[src/rtl/spi_mem_arbiter.sv]
// spi_mem_arbiter: shares one SPI memory between the instruction-fetch port
// and the data-memory port. Each grant becomes one SPI mode-0 transaction:
// 8-bit command, 24-bit address, then 16 rx bits (fetch), 8 rx bits (data
// read) or 8 tx bits (data write). Each SPI bit takes two clk cycles.
//
// Ports:
//   clk, rst_n          clock, synchronous active-low reset
//   ena                 allows new grants; an in-flight transaction completes
//   if_req/if_addr      fetch request (held until if_ack), 16-bit address
//   if_ack/if_rdata     one-cycle ack with fetched 16-bit word
//   d_req/d_we/d_addr/d_wdata  data request, held until d_ack
//   d_ack/d_rdata       one-cycle ack; d_rdata holds the last read byte
//   spi_cs/spi_sclk/spi_mosi/spi_mosi_oe/spi_miso  SPI pins
//   busy                high whenever the controller is not idle
//
// Configuration macro: SPI_ARB_RR_EN selects round-robin arbitration between
// simultaneous requests; when undefined, data has fixed priority over fetch.
module spi_mem_arbiter #(
  parameter logic [7:0]  CMD_READ  = 8'h03,
  parameter logic [7:0]  CMD_WRITE = 8'h02,
  parameter logic [23:0] DATA_BASE = 24'h010000
) (
  input  logic        clk,
  input  logic        rst_n,
  input  logic        ena,
  input  logic        if_req,
  input  logic [15:0] if_addr,
  output logic        if_ack,
  output logic [15:0] if_rdata,
  input  logic        d_req,
  input  logic        d_we,
  input  logic [7:0]  d_addr,
  input  logic [7:0]  d_wdata,
  output logic        d_ack,
  output logic [7:0]  d_rdata,
  output logic        spi_cs,
  output logic        spi_sclk,
  output logic        spi_mosi,
  output logic        spi_mosi_oe,
  input  logic        spi_miso,
  output logic        busy
);

  localparam int unsigned SR_W  = 48;
  localparam int unsigned CNT_W = 6;
  localparam logic [CNT_W-1:0] LAST_FETCH = CNT_W'(47);
  localparam logic [CNT_W-1:0] LAST_DATA  = CNT_W'(39);

  typedef enum logic [1:0] {IDLE, SHIFT, DONE} state_t;

  state_t           state;
  logic             phase;
  logic [CNT_W-1:0] bit_cnt;
  logic [CNT_W-1:0] bit_last;
  logic [SR_W-1:0]  tx_sr;
  logic [15:0]      rx_sr;
  logic             is_fetch;
  logic             is_write;

  logic             grant_fetch_c;
  logic             start_c;
  logic [SR_W-1:0]  load_c;
  logic [15:0]      rx_next_c;

  // Winner selection; only meaningful while start_c is high.
`ifdef SPI_ARB_RR_EN
  logic last_data;
  assign grant_fetch_c = if_req & (~d_req | last_data);
`else
  assign grant_fetch_c = if_req & ~d_req;
`endif

  assign start_c   = ena & (if_req | d_req);
  assign rx_next_c = {rx_sr[14:0], spi_miso};

  // Left-aligned frame; trailing zeros keep MOSI low during rx bits.
  always_comb begin
    load_c = '0;
    if (grant_fetch_c) begin
      load_c = {CMD_READ, 8'h00, if_addr, 16'h0000};
    end else begin
      load_c = {(d_we ? CMD_WRITE : CMD_READ), DATA_BASE | {16'h0000, d_addr},
                (d_we ? d_wdata : 8'h00), 8'h00};
    end
  end

  // Arbitration, bit sequencing and registered outputs.
  always_ff @(posedge clk) begin
    if (!rst_n) begin
      state       <= IDLE;
      phase       <= 1'b0;
      bit_cnt     <= '0;
      bit_last    <= '0;
      tx_sr       <= '0;
      rx_sr       <= '0;
      is_fetch    <= 1'b0;
      is_write    <= 1'b0;
      if_ack      <= 1'b0;
      if_rdata    <= '0;
      d_ack       <= 1'b0;
      d_rdata     <= '0;
      spi_cs      <= 1'b1;
      spi_sclk    <= 1'b0;
      spi_mosi    <= 1'b0;
      spi_mosi_oe <= 1'b0;
      busy        <= 1'b0;
`ifdef SPI_ARB_RR_EN
      last_data   <= 1'b1;
`endif
    end else begin
      if_ack <= 1'b0;
      d_ack  <= 1'b0;
      case (state)
        IDLE: begin
          if (start_c) begin
            state       <= SHIFT;
            busy        <= 1'b1;
            spi_cs      <= 1'b0;
            spi_mosi_oe <= 1'b1;
            spi_sclk    <= 1'b0;
            spi_mosi    <= load_c[SR_W-1];
            tx_sr       <= {load_c[SR_W-2:0], 1'b0};
            phase       <= 1'b0;
            bit_cnt     <= '0;
            bit_last    <= grant_fetch_c ? LAST_FETCH : LAST_DATA;
            is_fetch    <= grant_fetch_c;
            is_write    <= ~grant_fetch_c & d_we;
`ifdef SPI_ARB_RR_EN
            last_data   <= ~grant_fetch_c;
`endif
          end
        end
        SHIFT: begin
          if (!phase) begin
            spi_sclk <= 1'b1;
            phase    <= 1'b1;
          end else begin
            // End of the high phase: sample MISO, then advance or finish.
            spi_sclk <= 1'b0;
            phase    <= 1'b0;
            rx_sr    <= rx_next_c;
            bit_cnt  <= bit_cnt + CNT_W'(1);
            if (bit_cnt == bit_last) begin
              state       <= DONE;
              spi_cs      <= 1'b1;
              spi_mosi_oe <= 1'b0;
              spi_mosi    <= 1'b0;
              if (is_fetch) begin
                if_ack   <= 1'b1;
                if_rdata <= rx_next_c;
              end else begin
                d_ack <= 1'b1;
                if (!is_write) d_rdata <= rx_next_c[7:0];
              end
            end else begin
              spi_mosi <= tx_sr[SR_W-1];
              tx_sr    <= {tx_sr[SR_W-2:0], 1'b0};
            end
          end
        end
        DONE: begin
          state <= IDLE;
          busy  <= 1'b0;
        end
        default: state <= IDLE;
      endcase
    end
  end

endmodule

[config.mk]
export PLATFORM = sky130hd
export DESIGN_NAME = spi_mem_arbiter
export DESIGN_NICKNAME = d
export VERILOG_FILES = /design/src/rtl/spi_mem_arbiter.sv
export SDC_FILE = /design/constraint.sdc
export NUM_CORES = 1
export LEC_CHECK = 0
export CAP_MARGIN = 30
export CORE_MARGIN = 3
export CORE_UTILIZATION = 48
export CTS_BUF_LIST = sky130_fd_sc_hd__clkbuf_8 sky130_fd_sc_hd__clkbuf_16
export DETAILED_ROUTE_END_ITERATION = 6
export HOLD_SLACK_MARGIN = 0.15
export PLACE_DENSITY_LB_ADDON = 0.25
export SYNTH_ARGS = -nofsm -noshare
export SYNTH_HDL_FRONTEND = slang
export SYNTH_SLANG_ARGS = --single-unit
[constraint.sdc]
create_clock -name clk -period 1.68 [get_ports clk]
set_input_delay 0.336 -clock clk [delete_from_list [all_inputs] [get_ports clk]]
set_output_delay 0.336 -clock clk [all_outputs]
set_load 0.05 [all_outputs]
==> results, run 1 <==
- The number of placement rows is 33.
- Clock-pin slew was measured on the worst setup and hold paths at approximately 100 ps.
- In the layout the commonest cells are nand2_1 (99), dfxtp_1 (92), buf_4 (59).
- The via count is 3722.
- The maximum number of pins on one net before global-route repair is about 110.
- By area, the combinational part of the netlist is dominated by compound AO/OA/AOI/OAI gates.
- The share of synthesized area in the top cell type comes to 0.446.
- For this run, the post-layout net count is 607.
- Headroom to the max-slew limit came out at 0.675.
- The remaining number of nets flagged by the antenna check after routing is 0.
- The simple-gate share of the synthesized area is 0.210.
- The floorplan step defined a core boundary enclosing between 0.008 and 0.009 sq mm.
- A synthesized cell averages between 8 and 9 sq um.
- The count of input and output buffers is 69.
- The library cell occupying the most area in the post-synthesis netlist is dfxtp_1.
- The net count after synthesis is about 530.
- The count of final max-slew check failures is 0.
- Fill cells in the final layout number 703.
- The arrival time reported for the critical path endpoint is about 2000 ps.
- Setup violations remaining at the end of the flow were counted as 0.
- The routability-driven placement congestion ratio is roughly 0.77.
- The floorplan step set the die width to 101 microns.
- The clock passes through at most 2 buffers.
- The tree is rooted in a clkbuf_8.
- Synthesis produced a netlist whose cell count is ~490.
- The total global-route track usage is 0.198.
- The class of the tightest hold or removal check is input pin to flop.
- The predominant post-synthesis flop cell is dfxtp_1.
- Of the available clock period, the critical path in the final layout requires 0.998.
- The tree built by TritonCTS fans out to 96 sinks.
- The largest single stage delay on the critical path is approximately 360 ps.
- Counting flops with an async set or reset pin after synthesis yields a share of 0.
- The largest individual stage delay along the critical path comes from the cell dfxtp_2.
- The initial antenna violation count is 0.
- 70 I/O pins were placed.
- The worst setup path is of the flop to flop kind.
- The wire length per cell after detailed routing is 14.9 microns.
- The highest ir drop seen on vdd is approximately 0.46 mV.
- Counting the buffers created by CTS gives 9.
- Subtracting the final worst setup slack from the clock period gives roughly 1700 ps.
- The worst slack after detailed placement is -287 ps.
- After synthesis, the share of cell area in mux cells is 0.0674.
- The cell area after layout is between 0.005 and 0.006 sq mm.
- Walking the worst path, the cells encountered are nor4_4 -> a32oi_4 -> o211ai_4 -> clkbuf_16 -> mux2i_1.
- The critical path startpoint category is a flop.
- For this run, the register share of the synthesized area comes to 0.446.
- Before antenna repair, the detailed router went through 4 iterations.
- The diode insertion count for antenna repair is 0.
- Of the total synthesized cell area, the portion taken by XOR and XNOR cells is 0.0102.
- The clock latency of the later-clocked register in the worst-skew pair is ~370 ps.
- The reported max-cap violation count is 0.
- STA puts the critical path data required time at slightly below 2000 ps.
- The die covers between 0.01 and 0.015 sq mm.
- The number of enable flip-flop cells after synthesis is 0.
- Summed over all layers, the global routing overflow is 0.
- The area fraction in compound gates after synthesis is 0.213.
- Setup repair after global routing could not meet its margin everywhere.
- The worst setup path is captured at a flop.
- The CTS tree is built.
- Compared with the post-synthesis result, the final layout area differs by 27.5%.
- The sum of internal, switching and leakage power is approximately 4.7 mW.
- Buffers inserted to repair hold after CTS numbered 0.
- From bottom edge to top edge, the die measures ~100 microns.
- For this run, the top clock speed supported by timing is around 600 MHz.
- In this run, the number of DRC markers left after iteration 0 of detailed routing was 205.
- Setup slack closes at 3.55 ps.
- Of the cells placed in the final design, the portion with a size suffix greater than 1 is 0.173.
- The final count of hold timing violations is 0.
- The static leakage is ~2.2 nW.
- The critical-path maximum fanout is 12.
- Counting tap cells, the placed design contains a total of ~660 instances.
- The count of non-filler cells in the finished layout is between 600 and 700.
- For the pin with the worst max-slew slack, the measured transition is 487 ps.
- The initial core utilization is 0.509.
- The count of cell types in the netlist is 46.
- The via count of the first global-routing pass is approximately 3400.
- The average via count per standard cell is about 5.5.
- The mapped netlist covers about 0.0043 sq mm.
- The placed wire-length estimate after detailed placement is 6740 microns.
- The total power divided by cell area is 862 mW/mm^2.
- The DRC violation count after routing is 0.
- After detailed placement, the total cell area comes to between 0.005 and 0.006 sq mm.
- Synthesis inferred between 90 and 100 register bits.
- The flow ran to the end, and the final reports show no timing, DRC or antenna violations.
- Leaving out fill and tap cells, the most frequent cell in the layout is nand2_1.
- The routed design has around 10000 microns of wire.
- The adder-cell share of the synthesized area is 0.00290.
- The clock tree skew after final layout is about 16 ps.
- The number of warnings issued by yosys is 0.
- The H-tree was split into 3 levels.
- The first global-routing pass estimated around 16000 microns of wire.
- Yosys attributes the largest share of cell area to dfxtp_1 (45%), nand2_1 (8.6%), a21boi_0 (7.0%), mux2i_1 (6.7%), o21ai_0 (4.6%).
==> Yosys cell counts, drive strengths merged, types with 2 or more instances <==
cell / instances
nor2b: 5
a21boi: 42
buf: 18
a311o: 8
nor4: 2
nand2: 99
o32ai: 11
mux2i: 29
xnor2: 2
and3: 3
o211ai: 4
nand3: 35
inv: 3
a31oi: 2
xor2: 3
and4: 7
nor2: 15
and2: 9
clkbuf: 27
o21ai: 40
nand2b: 3
o21a: 2
dfxtp: 96
a21o: 8
nand4: 5
==> cells by family (layout without fill, tap and decap cells) <==
family,count (synthesis),after routing
simple gates,189,189
compound gates,126,126
flops,96,96
buf+inv,48,126
mux,29,29
xor+xnor,5,5
fa+ha+maj,1,1
==> area by class of cell <==
type / instances / area (sq um) / share of cell area
clock buffers: 10 / 138 / 0.0251
clock inverters: 6 / 73.8 / 0.0134
inverters: 3 / 11.3 / 0.00205
multi-input cells: 350 / 2190 / 0.399
flip-flops and latches: 96 / 1930 / 0.351
well taps: 105 / 131 / 0.0239
repair buffers: 107 / 1020 / 0.185
==> final timing paths <==
| kind | start | to | slack (ps) | cells past startpoint |
|---|---|---|---|---|
| min | rst_n | spi_cs$_SDFFE_PN1P_ | 460 | 3 |
| max | bit_cnt[2]$_SDFFE_PN0P_ | tx_sr[17]$_SDFFE_PN0P_ | 4 | 5 |
| min reg2reg | tx_sr[9]$_SDFFE_PN0P_ | tx_sr[9]$_SDFFE_PN0P_ | 460 | 2 |
| max reg2reg | bit_cnt[2]$_SDFFE_PN0P_ | tx_sr[17]$_SDFFE_PN0P_ | 4 | 5 |
==> per-layer routing <==
layer  global-route usage  up-vias  share of wire
li1                     -     1885              -
met1                0.258     1765           0.45
met2                0.324       62           0.50
met3               0.0429       10          0.041
met4               0.0705        0          0.011
met5                    0        -              0
==> worst max-delay path: cells and delay by family (launching register included) <==
family	cells	cell delay (ps)
flops	1	360
compound gates	2	440
mux	1	210
simple gates	1	350
buf+inv	1	240
==> state kept, by name, indices dropped and copies added (netlist names) <==
register,count
rx_sr,15
phase,1
spi_mosi,1
is_write,1
state,2
if_rdata,16
busy,1
d_rdata,8
if_ack,1
spi_cs,1
d_ack,1
spi_mosi_oe,1
bit_last,2
tx_sr,39
bit_cnt,6
==> report_power, final <==
part	switching [mW]	internal, mW
Clock	0.853	0.750
Sequential	0.0445	2.34
Combinational	0.382	0.372
Total	1.28	3.46
==> repair_timing <==
item	CTS	global route
setup buffers	0	1
endpoints found under the setup margin	1	48
resized for setup	1	9
gates cloned	0	1
endpoints found under the hold margin	0	0
pin swaps	0	3
==> per-stage QoR <==
step	hold slack (ps)	util	setup TNS [ps]
5_1_grt	484	0.649	-857
4_1_cts	453	0.641	0
6_report	465	0.649	0
3_3_place_gp	441	0.616	-8850
2_1_floorplan	433	-	0
3_5_place_dp	450	0.616	-10840
Note: power is estimated with default switching activity, not from simulation.
==> run 2, diff against run 1 <==
GPL_ROUTABILITY_DRIVEN = 1   (was not set)
==> results of run 2 <==
Final layout, timing and power as in run 1 (identical DEF).
==> run 3, diff against run 2 <==
CORE_UTILIZATION = 57   (was 48)
clock period = 2 ns   (was 1.68 ns; I/O delays follow)
==> run 3 against run 2 <==
Against the previous run:
- clock skew fell by 4.3 ps
- worst hold slack got worse by 44 ps
- core utilization up 8.2 points
- wire length shrank 4.9%
- non-clock buffer count down 12
- worst setup slack better by 51 ps
- critical endpoint is now spi_cs
==> results, run 3 (same netlist as run 1, synthesis figures left out) <==
- The initial core utilization is 0.591 (+0.0818).
- The number of placement rows is 31 (-6.1%).
- The number of fill cells was 611 (-13%).
- Counting flops per register, the top entry is tx_sr.
- The setup slack on the worst flop-to-flop path is 120 ps (+120 ps).
- The sum of overflow across all layers after global routing is 0 (unchanged).
- The peak per-stage delay on the critical path is 820 ps (+460 ps).
- The layout cell share with drive strength beyond 1 came to 0.0911 (-0.0820).
- The routability-driven placement congestion ratio is 0.807 (+4.4%).
- The sequential cell area is 0.00192 sq mm (-0.26%).
- The final core utilization is 0.731 (+0.0819).
- The count of input and output buffers is 69 (unchanged).
- The number of nets at the end of the flow is 595 (-2.0%).
- The run finished with clean final reports.
- STA classifies the critical path endpoint as a primary output.
- The total of endpoints with negative setup slack in the final report came to 0 (unchanged).
- The DRC violation count after routing was 0 (unchanged).
- The depth of the CTS H-tree is 3 (unchanged).
- The CTS tree is built.
- The initial antenna violation count came to 0 (unchanged).
- The cell area after layout was 0.00533 sq mm (-3.0%).
- The switching power total is 1.06 mW (-17%).
- The maximum frequency from static timing analysis is roughly 500 MHz.
- The total power divided by cell area was 706 mW/mm^2 (-18%).
- The total global-route track usage is 0.227 (+0.0283).
- The number of violations reported at the end of detailed-routing iteration 0 came to 146 (-29%).
- The placed wire-length estimate after detailed placement came to 6620 microns (-1.8%).
- After layout, the minimum clock period comes to 1950 ps.
- Setup repair after global routing left no endpoint under its margin.
- The TritonCTS buffer count was 9 (unchanged).
- The via count is 3714 (-0.21%).
- The static leakage is 2.02 nW (-7.1%).
- From synthesis to final layout, the design area changed by 23.7%.
- The highest ir drop seen on vdd was 0.711 mV (+54%).
- The chip height is 92.9 microns (-7.7%).
- The number of detailed-route iterations in the first pass came to 4 (unchanged).
- Among all stages on the critical path, the largest delay is contributed by clkdlybuf4s50_1.
- The die width is 92.9 microns (-7.7%).
- The final count of hold timing violations came to 0 (unchanged).
- The detailed-route wire length is 9570 microns (-4.9%).
- The most common cell after layout, fill and taps aside is nand2_1.
- The placeable core region came to 0.00729 sq mm (-14%).
- The reported max-cap violation count was 0 (unchanged).
- The total clock sinks was 96 (unchanged).
- The summed negative setup slack over all endpoints is 0 ps (unchanged).
- The remaining number of nets flagged by the antenna check after routing is 0 (unchanged).
- The sum of internal, switching and leakage power was 3.76 mW (-21%).
- The wire length per cell after detailed routing is 14.5 microns (-2.3%).
- The critical path class is flop to primary output.
- The count of non-filler cells in the finished layout is 659 (-2.7%).
- The placed cell count is 643 (-2.4%).
- The flip-flop count of the largest register after layout was 39 (unchanged).
- The critical-path maximum fanout came to 2 (-10).
- The clock latency of the later-clocked register in the worst-skew pair is 370 ps (about the same).
- The data required time of the worst path is 1600 ps (-370 ps).
- The setup fix buffers added after clock tree synthesis is 0 (unchanged).
- The clock tree skew after final layout was 11.6 ps (-4.28 ps).
- The wire length of the first global-routing pass was 16000 microns (-1.9%).
- Leaving out fill and tap cells, the most frequent cells in the layout are nand2_1 (99), dfxtp_1 (96), clkdlybuf4s50_1 (66).
- The net switching share of the total power is 0.282 (+0.0118).
- The diode insertion count for antenna repair is 0 (unchanged).
- The proportion of power drawn by the clock network was 0.318 (-0.020).
- The arrival time reported for the critical path endpoint was 1550 ps (-410 ps).
- The number of placed I/O pins is 70 (unchanged).
- The maximum number of pins on one net before global-route repair is 63 (-41%).
- The signal on the critical path passes through clkdlybuf4s50_1.
- The count of final max-slew check failures is 0 (unchanged).
- The worst setup path is launched from a flop.
- The sequential power share is 0.530 (+0.028).
- The total internal power is 2.70 mW (-22%).
- The largest registers in the layout are tx_sr: 39 flops, if_rdata: 16 flops, rx_sr: 15 flops.
- The combined area of the multi-input logic cells is 0.00217 sq mm (-1.1%).
- The number of hold buffers added after CTS is 0 (unchanged).
- The maximum number of buffers from clock root to sink is 2 (unchanged).
- The post-placement cell area was 0.00514 sq mm (-1.4%).
- The clock edge transition at the registers on the reported setup and hold paths is 90 ps (about the same).
- The kind of cell with the highest combined delay along the critical path is buffers and inverters.
- The combined buffer and inverter count along the critical path came to 1 (unchanged).
- The full die area is 0.00864 sq mm (-15%).
- The via count of the first global-routing pass is 3429 (+0.12%).
- The average via count per standard cell is 5.64 (+2.5%).
- The root buffer cell chosen for the clock tree is clkbuf_8.
- The path class of the tightest hold or removal check is input pin to flop.
- The max-slew headroom at the worst pin is 0.495 (-0.180).
- The transition time of the tightest slew-check pin is 751 ps (+264 ps).
- Dividing the final minimum period by the clock period gives 0.973.
- The part of the power in combinational logic came to 0.152 (-0.007).
## run 3: cell count changes in the layout (fill, tap and decap cells not counted), moves of 2 or more
cell,previous run,this run
clkinvlp_4,2,0
buf_12,8,3
clkinv_4,0,2
clkdlybuf4s50_1,37,66
dfxtp_2,4,0
buf_4,59,24
dfxtp_1,92,96
## run 3: power by group through the flow
| stage | sequential [mW] | combinational [mW] | clock [mW] |
|---|---|---|---|
| finish | 1.99 | 0.572 | 1.19 |
| detailed placement | 2.04 | 0.571 | 0 |
| global placement | 2.04 | 0.559 | 0 |
| floorplan | 2.06 | 0.343 | 0 |
| global route | 2.00 | 0.623 | 1.30 |
| CTS | 1.99 | 0.573 | 1.22 |
## run 3: path summary, 6_finish.rpt
path                                         startpoint                     end  cells past startpoint
worst max-delay path                spi_cs$_SDFFE_PN1P_                  spi_cs                      1
worst min-delay path                              rst_n  tx_sr[11]$_SDFFE_PN0P_                      3
worst max register to register  bit_cnt[2]$_SDFFE_PN0P_   state[0]$_SDFFE_PN0P_                      5
worst min register to register   tx_sr[13]$_SDFFE_PN0P_  tx_sr[13]$_SDFFE_PN0P_                      2
## run 3: what timing repair did
action / in CTS / in global routing
endpoints found under the setup margin: 0 / 1
hold endpoints to repair: 0 / 0
resized for setup: 0 / 1
## run 3: layout make-up
cell class / instances / area share
Multi-Input combinational cell: 350 / 0.407
Inverter: 3 / 0.00211
Tap cell: 99 / 0.0232
Clock inverter: 7 / 0.0113
Sequential cell: 96 / 0.361
Timing Repair Buffer: 95 / 0.172
Clock buffer: 9 / 0.0232
## run 3: worst register-to-register path: stages, from the launching register on
cell and delay, ps:
dfxtp_1 440, and3_1 340, a32oi_4 210, nor2_2 510
buf_4 210, a31oi_1 70
## run 3: metal layers
metal | vias to the layer above | GRT usage | wire (microns)
li1 | 1869 | - | -
met1 | 1768 | 0.306 | 4300
met2 | 66 | 0.376 | 4800
met3 | 11 | 0.0455 | 366
met4 | 0 | 0.0476 | 96
met5 | - | 0 | 0
## run 3: through the flow
stage	hold WS (ps)	worst slack, ps
6_report	421	54.6
5_1_grt	444	5.86
4_1_cts	415	36.6
3_5_place_dp	450	-25.4
3_3_place_gp	440	40.8
2_1_floorplan	433	106
